### config.mk
export PLATFORM = sky130hd
export DESIGN_NAME = vec_cond_unit
export DESIGN_NICKNAME = d
export VERILOG_FILES = /design/src/rtl/vec_cond_unit.sv
export SDC_FILE = /design/constraint.sdc
export NUM_CORES = 1
export LEC_CHECK = 0
export CAP_MARGIN = 20
export CORE_MARGIN = 2
export CORE_UTILIZATION = 25
export DETAILED_ROUTE_END_ITERATION = 10
export PLACE_DENSITY = 0.55
export SLEW_MARGIN = 20
export SYNTH_ARGS = -nofsm -noshare
export SYNTH_HDL_FRONTEND = slang
export SYNTH_SLANG_ARGS = --single-unit
### constraint.sdc
create_clock -name clk -period 4.8 [get_ports clk]
set_clock_uncertainty 0.1 [all_clocks]
set_input_delay 1.2 -clock clk [delete_from_list [all_inputs] [get_ports clk]]
set_output_delay 1.2 -clock clk [all_outputs]
set_load 0.01 [all_outputs]
### src/rtl/vec_cond_unit.sv
// Per-lane condition/predication unit for the vector execute stage.
// Keeps registered lane flags, gates register/memory writes, resolves branches, loop counter and flush window.
module vec_cond_unit #(
  parameter int LANES     = 4,
  parameter int CNT_W     = 8,
  parameter int FLUSH_CYC = 2,
  parameter int BR_MODE   = 0
) (
  input  logic             clk,
  input  logic             reset,
  input  logic             flag_we,
  input  logic [LANES-1:0] lane_mask,
  input  logic [LANES-1:0] alu_zero,
  input  logic [LANES-1:0] alu_neg,
  input  logic [LANES-1:0] alu_carry,
  input  logic [LANES-1:0] alu_ovf,
  input  logic             pcs,
  input  logic             reg_w,
  input  logic             mem_w,
  input  logic [3:0]       cond,
  input  logic             loop_load,
  input  logic [CNT_W-1:0] loop_init,
  output logic             pc_src,
  output logic [LANES-1:0] reg_write,
  output logic [LANES-1:0] mem_write,
  output logic             post_alu_mux_sel,
  output logic             flush,
  output logic [CNT_W-1:0] loop_count
);

  // A zero-length flush counter is not legal, so keep one bit that simply stays 0.
  localparam int FC_W = (FLUSH_CYC > 0) ? $clog2(FLUSH_CYC + 1) : 1;

  localparam logic [3:0] C_AL   = 4'd0;
  localparam logic [3:0] C_EQ   = 4'd1;
  localparam logic [3:0] C_NE   = 4'd2;
  localparam logic [3:0] C_LT   = 4'd3;
  localparam logic [3:0] C_GE   = 4'd4;
  localparam logic [3:0] C_GT   = 4'd5;
  localparam logic [3:0] C_LE   = 4'd6;
  localparam logic [3:0] C_CS   = 4'd7;
  localparam logic [3:0] C_CC   = 4'd8;
  localparam logic [3:0] C_LOOP = 4'd9;

  logic [LANES-1:0] z_q, n_q, c_q, v_q;
  logic [FC_W-1:0]  fc_q;
  logic [CNT_W-1:0] loop_q;

  logic [LANES-1:0] cond_true;
  logic             flush_i;
  logic             loop_nz;
  logic             br_true;
  logic             pc_src_i;
  logic             loop_dec;

  assign flush_i = (fc_q != '0);
  assign loop_nz = (loop_q != '0);

  // Conditions always look at registered flags, never at this cycle's ALU results.
  always_comb begin
    cond_true = '0;
    for (int i = 0; i < LANES; i++) begin
      case (cond)
        C_AL:    cond_true[i] = 1'b1;
        C_EQ:    cond_true[i] = z_q[i];
        C_NE:    cond_true[i] = ~z_q[i];
        C_LT:    cond_true[i] = n_q[i] ^ v_q[i];
        C_GE:    cond_true[i] = ~(n_q[i] ^ v_q[i]);
        C_GT:    cond_true[i] = ~z_q[i] & ~(n_q[i] ^ v_q[i]);
        C_LE:    cond_true[i] = z_q[i] | (n_q[i] ^ v_q[i]);
        C_CS:    cond_true[i] = c_q[i];
        C_CC:    cond_true[i] = ~c_q[i];
        C_LOOP:  cond_true[i] = loop_nz;
        default: cond_true[i] = 1'b0;
      endcase
    end
  end

  always_comb begin
    br_true = 1'b0;
    if (BR_MODE == 1) begin
      br_true = |(cond_true & lane_mask);
    end else if (BR_MODE == 2) begin
      br_true = (lane_mask != '0) & (&(cond_true | ~lane_mask));
    end else begin
      br_true = cond_true[0];
    end
  end

  assign pc_src_i = reset & pcs & br_true & ~flush_i;
  assign loop_dec = pcs & (cond == C_LOOP) & ~flush_i & loop_nz;

  assign pc_src           = pc_src_i;
  assign post_alu_mux_sel = pc_src_i & (cond != C_AL);
  assign flush            = reset & flush_i;
  assign loop_count       = loop_q;
  assign reg_write        = {LANES{reset & reg_w & ~flush_i}} & lane_mask & cond_true;
  assign mem_write        = {LANES{reset & mem_w & ~flush_i}} & lane_mask & cond_true;

  always_ff @(posedge clk or negedge reset) begin
    if (!reset) begin
      z_q    <= '0;
      n_q    <= '0;
      c_q    <= '0;
      v_q    <= '0;
      fc_q   <= '0;
      loop_q <= '0;
    end else begin
      for (int i = 0; i < LANES; i++) begin
        if (flag_we && lane_mask[i] && !flush_i) begin
          z_q[i] <= alu_zero[i];
          n_q[i] <= alu_neg[i];
          c_q[i] <= alu_carry[i];
          v_q[i] <= alu_ovf[i];
        end
      end

      // A load wins over a same-cycle LOOP decrement; the branch itself still saw the old count.
      if (loop_load) begin
        loop_q <= loop_init;
      end else if (loop_dec) begin
        loop_q <= loop_q - CNT_W'(1);
      end

      if (pc_src_i) begin
        fc_q <= FC_W'(FLUSH_CYC);
      end else if (flush_i) begin
        fc_q <= fc_q - FC_W'(1);
      end
    end
  end

endmodule

---- After elaboration in Yosys (flattened, before gate mapping) ----
Cells that the tools add are included.
cells by class
  add/subtract/negate cells ............... 2
  equality and inequality tests ........... 9
  multiplexer cells ....................... 8
  bitwise gates (word level) .............. 41
  reduce and logical (&&, ||, !) cells .... 15
operators by type and width
  kind                                                                 count
  1-bit case mux with 10 select lines                                  4
  1-bit bitwise AND                                                    16
  4-bit bitwise AND                                                    4
  4-bit by 3-bit == test with 1-bit output (second input constant)     4
  8-bit two-way mux                                                    2
  1-bit inverter                                                       13
  4-bit by 2-bit == test with 1-bit output (second input constant)     2
  4-bit == test (second input constant)                                2
  1-bit logical AND                                                    8
  8-bit nonzero test                                                   1
  8-bit by 1-bit subtractor with 8-bit output (second input constant)  1
  2-bit nonzero test                                                   3
  4-bit by 1-bit == test with 1-bit output (second input constant)     1
  4-bit logical NOT                                                    1
  2-bit two-way mux                                                    2
  1-bit OR                                                             4
  4-bit nonzero test                                                   1
  1-bit bitwise XOR                                                    4
  2-bit by 1-bit subtractor with 2-bit output (second input constant)  1
  1-bit logical NOT                                                    1
word-level totals
  register bits after elaboration ......... 26
  input port bits ......................... 39
  output and inout bits ................... 19
  word-level logic and storage cells ...... 93

---- Logic depth before layout (Yosys ltp) ----
Gate-level depths: netlist of run 1.
  depth after elaboration ................. 7
  gate-level depth with buffers ........... 8
  mapped depth without buffers ............ 7

---- Worst setup path before layout of run 1 ----
No wires, ideal clock.
  path type ............................... input port to output port
  start ................................... in cond[3]
  end ..................................... out mem_write[0]
  arrival time ............................ 2.536 ns
  required time ........................... 3.500 ns
  slack ................................... 0.964 ns
  stages on the path ...................... 6
  buffers on the path ..................... 1
  path through ............................ buf_4 -> or2_4 -> o311a_1 -> o21a_4 -> o21ai_2 -> nor3b_1
on the way
  word-level cells in the longest chain between the ends .. 3
  elaborated cells on any way between the ends .. 12
  classes of those cells .................. 9 x eq/ne; 1 x mux; 1 x bitwise; 1 x reduce/logical
RTL lines
  item                                         line  text
  start, declared                              20    input logic [3:0] cond,
  4-bit == test, or another cell as far along  63    case (cond)
  1-bit case mux with 10 select lines *        63
  4-bit bitwise AND *                          98    assign mem_write = {LANES{reset & mem_w & ~flush_i}} & lane_mask & cond_true;
  end, declared                                25    output logic [LANES-1:0] mem_write,
Every way passes the cells marked *; elsewhere a longest branch is shown, timed or not.

---- Worst setup path after layout of run 1 ----
  start ................................... in cond[0]
  end ..................................... out post_alu_mux_sel
on the way
  word-level cells in the longest chain between the ends .. 5
  elaborated cells on any way between the ends .. 15
  classes of those cells .................. 9 x eq/ne; 1 x mux; 3 x bitwise; 2 x reduce/logical
RTL lines
  item                                         line  text
  4-bit == test, or another cell as far along  63
  1-bit case mux with 10 select lines          63
  1-bit bitwise AND (2 in a row)               90    assign pc_src_i = reset & pcs & br_true & ~flush_i;
  1-bit bitwise AND *                          94    assign post_alu_mux_sel = pc_src_i & (cond != C_AL);
  end, declared                                26    output logic post_alu_mux_sel,
Marks and branches as above.

==> results of run 1 <==
-- kinds of logic (layout without fill, tap and decap cells) --
family | Yosys count | after routing
mux | 22 | 22
simple gates | 72 | 72
fa+ha+maj | 3 | 3
xor+xnor | 11 | 11
compound gates | 47 | 47
buf+inv | 21 | 82
flops | 26 | 26
-- what timing repair did --
action,4_1_cts,5_1_grt
setup buffers,0,0
gates resized for setup,0,6
hold endpoints to repair,0,0
setup endpoints to repair,0,4
-- cell type report --
class	instances	area, um2	area share
Multi-Input combinational cell	155	1170	0.431
Timing Repair Buffer	67	653	0.241
Sequential cell	26	651	0.240
Tap cell	99	124	0.0457
Clock buffer	3	41.3	0.0152
Inverter	11	41.3	0.0152
Clock inverter	1	30.0	0.0111
-- metrics by stage --
stage	worst slack, ns	cells
finish	0.125	362
global route	0.00684	362
CTS	0.107	362
detailed placement	0.123	358
global placement	0.134	358
floorplan	0.964	202
-- layer usage --
layer | part of all wire | track usage
met5 | 0 | 0
met4 | 0.012 | 0.0379
met3 | 0.026 | 0.0149
met2 | 0.48 | 0.202
met1 | 0.49 | 0.175
-- power breakdown --
part           switching [uW]  internal, uW
combinational             185           228
sequential               74.5           303
clock                    76.7           112
-- critical path: cells and delay by family --
family / cells / cell delay [ns]
compound gates: 4 / 0.88
buf+inv: 2 / 1.01
simple gates: 1 / 0.29
-- state kept, by name (all words and copies together) (netlist names) --
register,cells
v_q,4
loop_count,8
c_q,4
n_q,4
fc_q,2
z_q,4
-- Yosys cell counts (all sizes together), types with 3 or more instances --
cell,number
nor2,10
a211oi,3
nand2b,4
a21oi,6
nand2,19
dfrtp,26
nor2b,3
nand3,8
o21ai,17
inv,11
nor3b,5
clkbuf,4
mux2i,5
xnor2,4
nand3b,3
mux2,17
o211ai,4
ha,3
buf,6
xor2,7
nor4b,3
nor3,3
-- cell usage in the layout (no fill, tap or decap), drive strengths merged, types with 2 or more instances in the layout --
master,n
a211oi,3
a21oi,6
a2bb2oi,2
and3b,2
buf,10
clkbuf,3
clkdlybuf4s50,57
dfrtp,26
ha,3
inv,11
mux2,17
mux2i,5
nand2,19
nand2b,4
nand3,8
nand3b,3
nand4,2
nor2,10
nor2b,3
nor3,3
nor3b,5
nor4,2
nor4b,3
o211ai,4
o21a,2
o21ai,17
o22ai,2
o31a,2
or2,2
xnor2,4
xor2,7
-- worst paths after layout --
| path | endpoint | slack [ns] | cells after the start |
|---|---|---|---|
| max | post_alu_mux_sel | 0.13 | 7 |
| min | fc_q[0]$_DFFE_PN0P_ | 0.38 | 1 |
| max reg2reg | fc_q[1]$_DFFE_PN0P_ | 2.65 | 7 |
| min reg2reg | fc_q[0]$_DFFE_PN0P_ | 0.38 | 1 |
| max in group asynchronous | loop_count[4]$_DFFE_PN0P_ | 3.07 | 2 |
| min in group asynchronous | fc_q[0]$_DFFE_PN0P_ | 1.24 | 2 |
==> summary.txt, run 1 <==
Timing
  – Final hold violation count: 0
  – Final Max Tran Viols: 0
  – Worst slew pin tran: 0.559 ns
  – Period utilization: 0.974
  – Final setup fails: 0
  – Final hold slack: between 0.3 and 0.4 ns
  – Slew headroom: 0.627
  – Setup TNS: 0 ns
  – Fmax: 0.214 GHz
  – Post-route minimum period: 4.67 ns
  – Unrepaired setup endpoints after global routing: no

Setup path
  – Highest-delay cell along the critical path: clkdlybuf4s50_1
  – Crit path max fanout: 4
  – CP Data Required Time: about 3.5 ns
  – CP startpoint kind: input port
  – Most used cell, CP: clkdlybuf4s50_1
  – Slowest stage delay, CP: 0.54 ns
  – Crit path launch: cond[0]
  – Worst path cell trace: clkdlybuf4s50_1 > or2_4 > o311a_1 > o21a_4 > o21ai_2 > o2111a_1 > clkdlybuf4s50_1
  – WS Path Type: input port to output port
  – Setup crit end kind: output port
  – Reg2reg start: loop_count[0]$_DFFE_PN0P_
  – CP arrival: around 3.4 ns

Job
  – Max Cap Viol: 0

Floorplanning
  – Die Span X: 91.3 um
  – Die Area: 8330 um2
  – Total core area: 7330 um2
  – Std-Cell Rows: 31
  – Initial core utilization: 0.260
  – Die Ht: 91.3 um
  – # IOs: 58

Yosys
  – Synthesized area per cell: 9.43 um2
  – Top cells by area, synth: dfrtp_1 (34%), mux2_2 (10%), nand2_1 (3.7%)
  – Largest family of logic cells by synthesized area: simple AND/OR/NAND/NOR gates
  – Sequential element share of the synthesized area: 0.342
  – Net count after synthesis: between 200 and 250
  – Ys Warns: 0
  – Number of flops mapped to enable cells by yosys: 0
  – Post-synthesis xor/xnor area fraction: 0.0506
  – Share of the synthesized area in the top cell type: 0.342
  – Yosys cell types: 53
  – Async S/R FF share, synth: 1.00
  – Cell accounting for the most synthesized area: dfrtp_1
  – Synthesized area: between 1500 and 2000 um2
  – Post-Synth Adder-Cell Area: 0.0197
  – Flops & latches, synth: 26
  – Gate count of the mapped netlist: 202
  – Compound-Gate Fraction of Synth Area: 0.185
  – Prevailing post-synth register cell: dfrtp_1
  – Post-synthesis mux area share: 0.127
  – Simple-Gate Fraction of Synth Area: 0.220

Clock tree
  – Max Root-Sink Buffers: 2
  – CTS sink cnt: 26
  – Worst skew pair latency: 0.28 ns
  – # hold bufs at CTS: 0
  – H-tree depth: 1
  – Clock transition at path regs: 0.10 ns
  – CTS tree: built
  – Num CTS Buffers: 3
  – CTS Root Cell: clkbuf_8

Layout
  – Core Util, Final: 0.370
  – Finished Cell Area: 2710 um2
  – Share of layout cells above drive strength 1: 0.167
  – N_diodes: 0
  – Area grow syn2layout: 42.2%
  – Fillers: 730
  – Final #Nets: 306

Global routing
  – Largest net degree at the start of global routing: 22
  – Remaining Overflow, GRT: 0
  – Number of global-route vias before repair: 1723
  – Initial antenna violation count: 0
  – Total Routing Usage GR: 0.125
  – First-pass GRT wire length: 8450 um

Detailed routing
  – Wirelength, routed: about 5000 um
  – Via Count: 1701
  – Routed wire per std cell: 13.9 um
  – Vias per cell: 4.70
  – DRC violations left: 0
  – Initial drt markers: 125
  – Drt pass-1 iters: 4
  – Detail Route Antenna Nets: 0

Run status
  – Status: completed

Place
  – GPL Wtd Cong: a little over 0.8
  – Hpwl dp: 4070 um
  – DP Area: 2610 um2
  – Port bufs: 57

Hold path
  – Worst Hold Class: flip-flop to flip-flop
  – Worst Min Path Start: fc_q[0]$_DFFE_PN0P_

Pwr
  – Power Dens Cells: 361 nW/um2
  – Tot Pwr: 979 uW
  – Maximum VDD drop: roughly 0.12 mV
  – LEAKAGE: 0.00104 uW
(Power assumes the default switching activity.)
==> inputs of run 2 (changes only) <==
--- a/config.mk
+++ b/config.mk
@@ -5,11 +5,12 @@
 export SDC_FILE = /design/constraint.sdc
 export NUM_CORES = 1
 export LEC_CHECK = 0
+export ABC_AREA = 1
 export CAP_MARGIN = 20
 export CORE_MARGIN = 2
 export CORE_UTILIZATION = 25
 export DETAILED_ROUTE_END_ITERATION = 10
-export PLACE_DENSITY = 0.55
+export PLACE_DENSITY = 0.56
 export SLEW_MARGIN = 20
 export SYNTH_ARGS = -nofsm -noshare
 export SYNTH_HDL_FRONTEND = slang
==> summary.txt, run 2 <==
Timing
  – Setup TNS: 0 ns
  – Fmax: 0.219 GHz
  – Final hold violation count: 0
  – Period utilization: 0.950
  – Worst slew pin tran: around 0.50 ns
  – Final setup fails: 0
  – Final worst slack: between 0.2 and 0.25 ns
  – Slew headroom: 0.670
  – Final Max Tran Viols: 0
  – Post-route minimum period: 4.56 ns

Floorplanning
  – Die Area: approximately 7900 um2
  – Die Span X: around 89 um
  – Total core area: 6870 um2
  – Initial core utilization: 0.262
  – # IOs: 58
  – Die Ht: 88.9 um
  – Std-Cell Rows: 30

Place
  – Hpwl dp: between 4000 and 5000 um
  – DP Area: 2500 um2
  – Post-place setup slack: 0.213 ns
  – GPL Wtd Cong: 0.874
  – # placed instances: 406
  – Port bufs: 57

Layout
  – Area grow syn2layout: 43.1%
  – N_diodes: 0
  – Finished Cell Area: 2580 um2
  – Share of layout cells above drive strength 1: 0.105
  – Finished Layout Cells: 410
  – Most frequent cells in the layout: nand2_1 (62), clkdlybuf4s50_1 (57), nor2_1 (47)
  – Max reg flops: 8
  – Fillers: between 700 and 800
  – Commonest non-fill, non-tap cell in the layout: nand2_1
  – Final #Nets: 357

Yosys
  – Flops & latches, synth: 26
  – Top-count cell post-synth: nand2_1
  – Share of the synthesized area in the top cell type: 0.361
  – Number of flops mapped to enable cells by yosys: 0
  – Net count after synthesis: 294
  – Top cells by area, synth: dfrtp_1 (36%), nand2_1 (13%), nor2_1 (10%)
  – Ys Warns: 0
  – Gate count of the mapped netlist: 252
  – Sequential element share of the synthesized area: 0.361
  – Cell accounting for the most synthesized area: dfrtp_1
  – Yosys cell types: 32
  – Synthesized area per cell: 7.15 um2
  – Prevailing post-synth register cell: dfrtp_1
  – Synthesized area: 1800 um2
  – Async S/R FF share, synth: 1.00
  – Commonest cells post-synth: nand2_1 (62), nor2_1 (49), dfrtp_1 (26), inv_1 (26), nand3_1 (18)

Job
  – Max Cap Viol: 0

Pwr
  – Power share of the combinational group: 0.416
  – Clock power share: 0.201
  – Flop pwr share: 0.383
  – Maximum VDD drop: 0.181 mV
  – LEAKAGE: 0.00112 uW
  – Power Dens Cells: roughly 370 nW/um2
  – Psw: 355 uW
  – Sw frac: 0.375
  – Internal: ~590 uW

Run status
  – Status: completed

Detailed routing
  – Detail Route Antenna Nets: 0
  – Routed wire per std cell: 12.8 um
  – Initial drt markers: 119
  – DRC violations left: 0
  – Via Count: approximately 1800
  – Drt pass-1 iters: 5
  – Wirelength, routed: between 5000 and 6000 um
  – Vias per cell: 4.49

Setup path
  – Crit path max fanout: 4
  – Highest-delay cell along the critical path: clkdlybuf4s50_1
  – CP startpoint kind: input port
  – CP Data Required Time: 3.50 ns
  – Slowest stage delay, CP: 0.55 ns
  – Most used cell, CP: nand2_1
  – CP arrival: 3.26 ns
  – Worst path cell trace: clkdlybuf4s50_1 > inv_2 > nor2_2 > nand2_1 > or2_0 > o211ai_1 > nor2_1 > nand2_1 > nand2_1 > nor2_1 > clkdlybuf4s50_1
  – WS Path Type: input port to output port
  – Setup crit end kind: output port

Global routing
  – Initial antenna violation count: 0
  – First-pass GRT wire length: 8470 um
  – Total Routing Usage GR: 0.137
  – Largest net degree at the start of global routing: 16
  – Remaining Overflow, GRT: 0
  – Number of global-route vias before repair: 1771

Clock tree
  – CTS Root Cell: clkbuf_8
  – H-tree depth: 1
  – Max Root-Sink Buffers: 2
  – Clock transition at path regs: 0.10 ns
  – Num CTS Buffers: 3
  – CTS tree: built
  – CTS sink cnt: 26
  – Worst skew pair latency: ~0.28 ns

Hold path
  – Worst Hold Class: flip-flop to flip-flop
## run 2: kinds of logic (layout without fill, tap and decap cells)
kind of cell	Yosys count	count (layout)	share of synthesized area
flip-flops	26	26	0.361
XOR/XNOR	7	7	0.0340
multiplexers	9	9	0.0563
AND/OR/NAND/NOR	150	150	0.373
buffers and inverters	31	93	0.0653
adder cells (fa/ha/maj)	3	3	0.0208
AO/OA/AOI/OAI	26	26	0.0896
## run 2: power by group through the flow
stage                     Combinational, uW  Clock (uW)  Sequential [uW]
after floorplan                         263           0              353
after global placement                  389           0              366
after detailed placement                395           0              366
after CTS                               397         195              361
after global routing                    446         202              374
final                                   393         190              362
## run 2: final timing paths
kind | slack (ns) | start | endpoint | cells past startpoint
min reg2reg | 0.42 | fc_q[0]$_DFFE_PN0P_ | fc_q[0]$_DFFE_PN0P_ | 2
min in group asynchronous | 1.30 | reset | z_q[2]$_DFFE_PN0P_ | 2
max in group asynchronous | 3.10 | reset | loop_count[5]$_DFFE_PN0P_ | 2
min | 0.42 | fc_q[0]$_DFFE_PN0P_ | fc_q[0]$_DFFE_PN0P_ | 2
max reg2reg | 2.97 | fc_q[0]$_DFFE_PN0P_ | z_q[1]$_DFFE_PN0P_ | 4
max | 0.24 | cond[3] | reg_write[3] | 11
## run 2: worst max-delay path: cells and delay by family
kind            cells  cell delay [ns]
simple gates        7             0.80
compound gates      1             0.11
buf+inv             3             1.14
## run 2: layout make-up
| type | instances | area (um2) | area share |
|---|---|---|---|
| Inverter | 30 | 113 | 0.0437 |
| Clock buffer | 3 | 41.3 | 0.0160 |
| Sequential cell | 26 | 651 | 0.252 |
| Timing Repair Buffer | 59 | 586 | 0.227 |
| Clock inverter | 1 | 30.0 | 0.0116 |
| Multi-Input combinational cell | 195 | 1040 | 0.403 |
| Tap cell | 96 | 120 | 0.0466 |
## run 2: metal layers
layer | share of wire | global-route usage | vias to the layer above
li1 | - | - | 937
met1 | 0.48 | 0.190 | 845
met2 | 0.46 | 0.225 | 51
met3 | 0.039 | 0.0175 | 8
met4 | 0.016 | 0.0386 | 0
met5 | 0 | 0 | -
## run 2: timing repair
| action | CTS | global route |
|---|---|---|
| setup endpoints to repair | 0 | 1 |
| gates resized for setup | 0 | 2 |
| setup buffers | 0 | 0 |
| hold buffers | 0 | 0 |
## run 2: stage by stage
stage,hold slack (ns),utilization,power [uW]
finish,0.422,0.375,945
global placement,0.399,0.364,755
CTS,0.421,0.375,954
detailed placement,0.397,0.364,761
global route,0.456,0.375,1020
floorplan,0.369,-,616
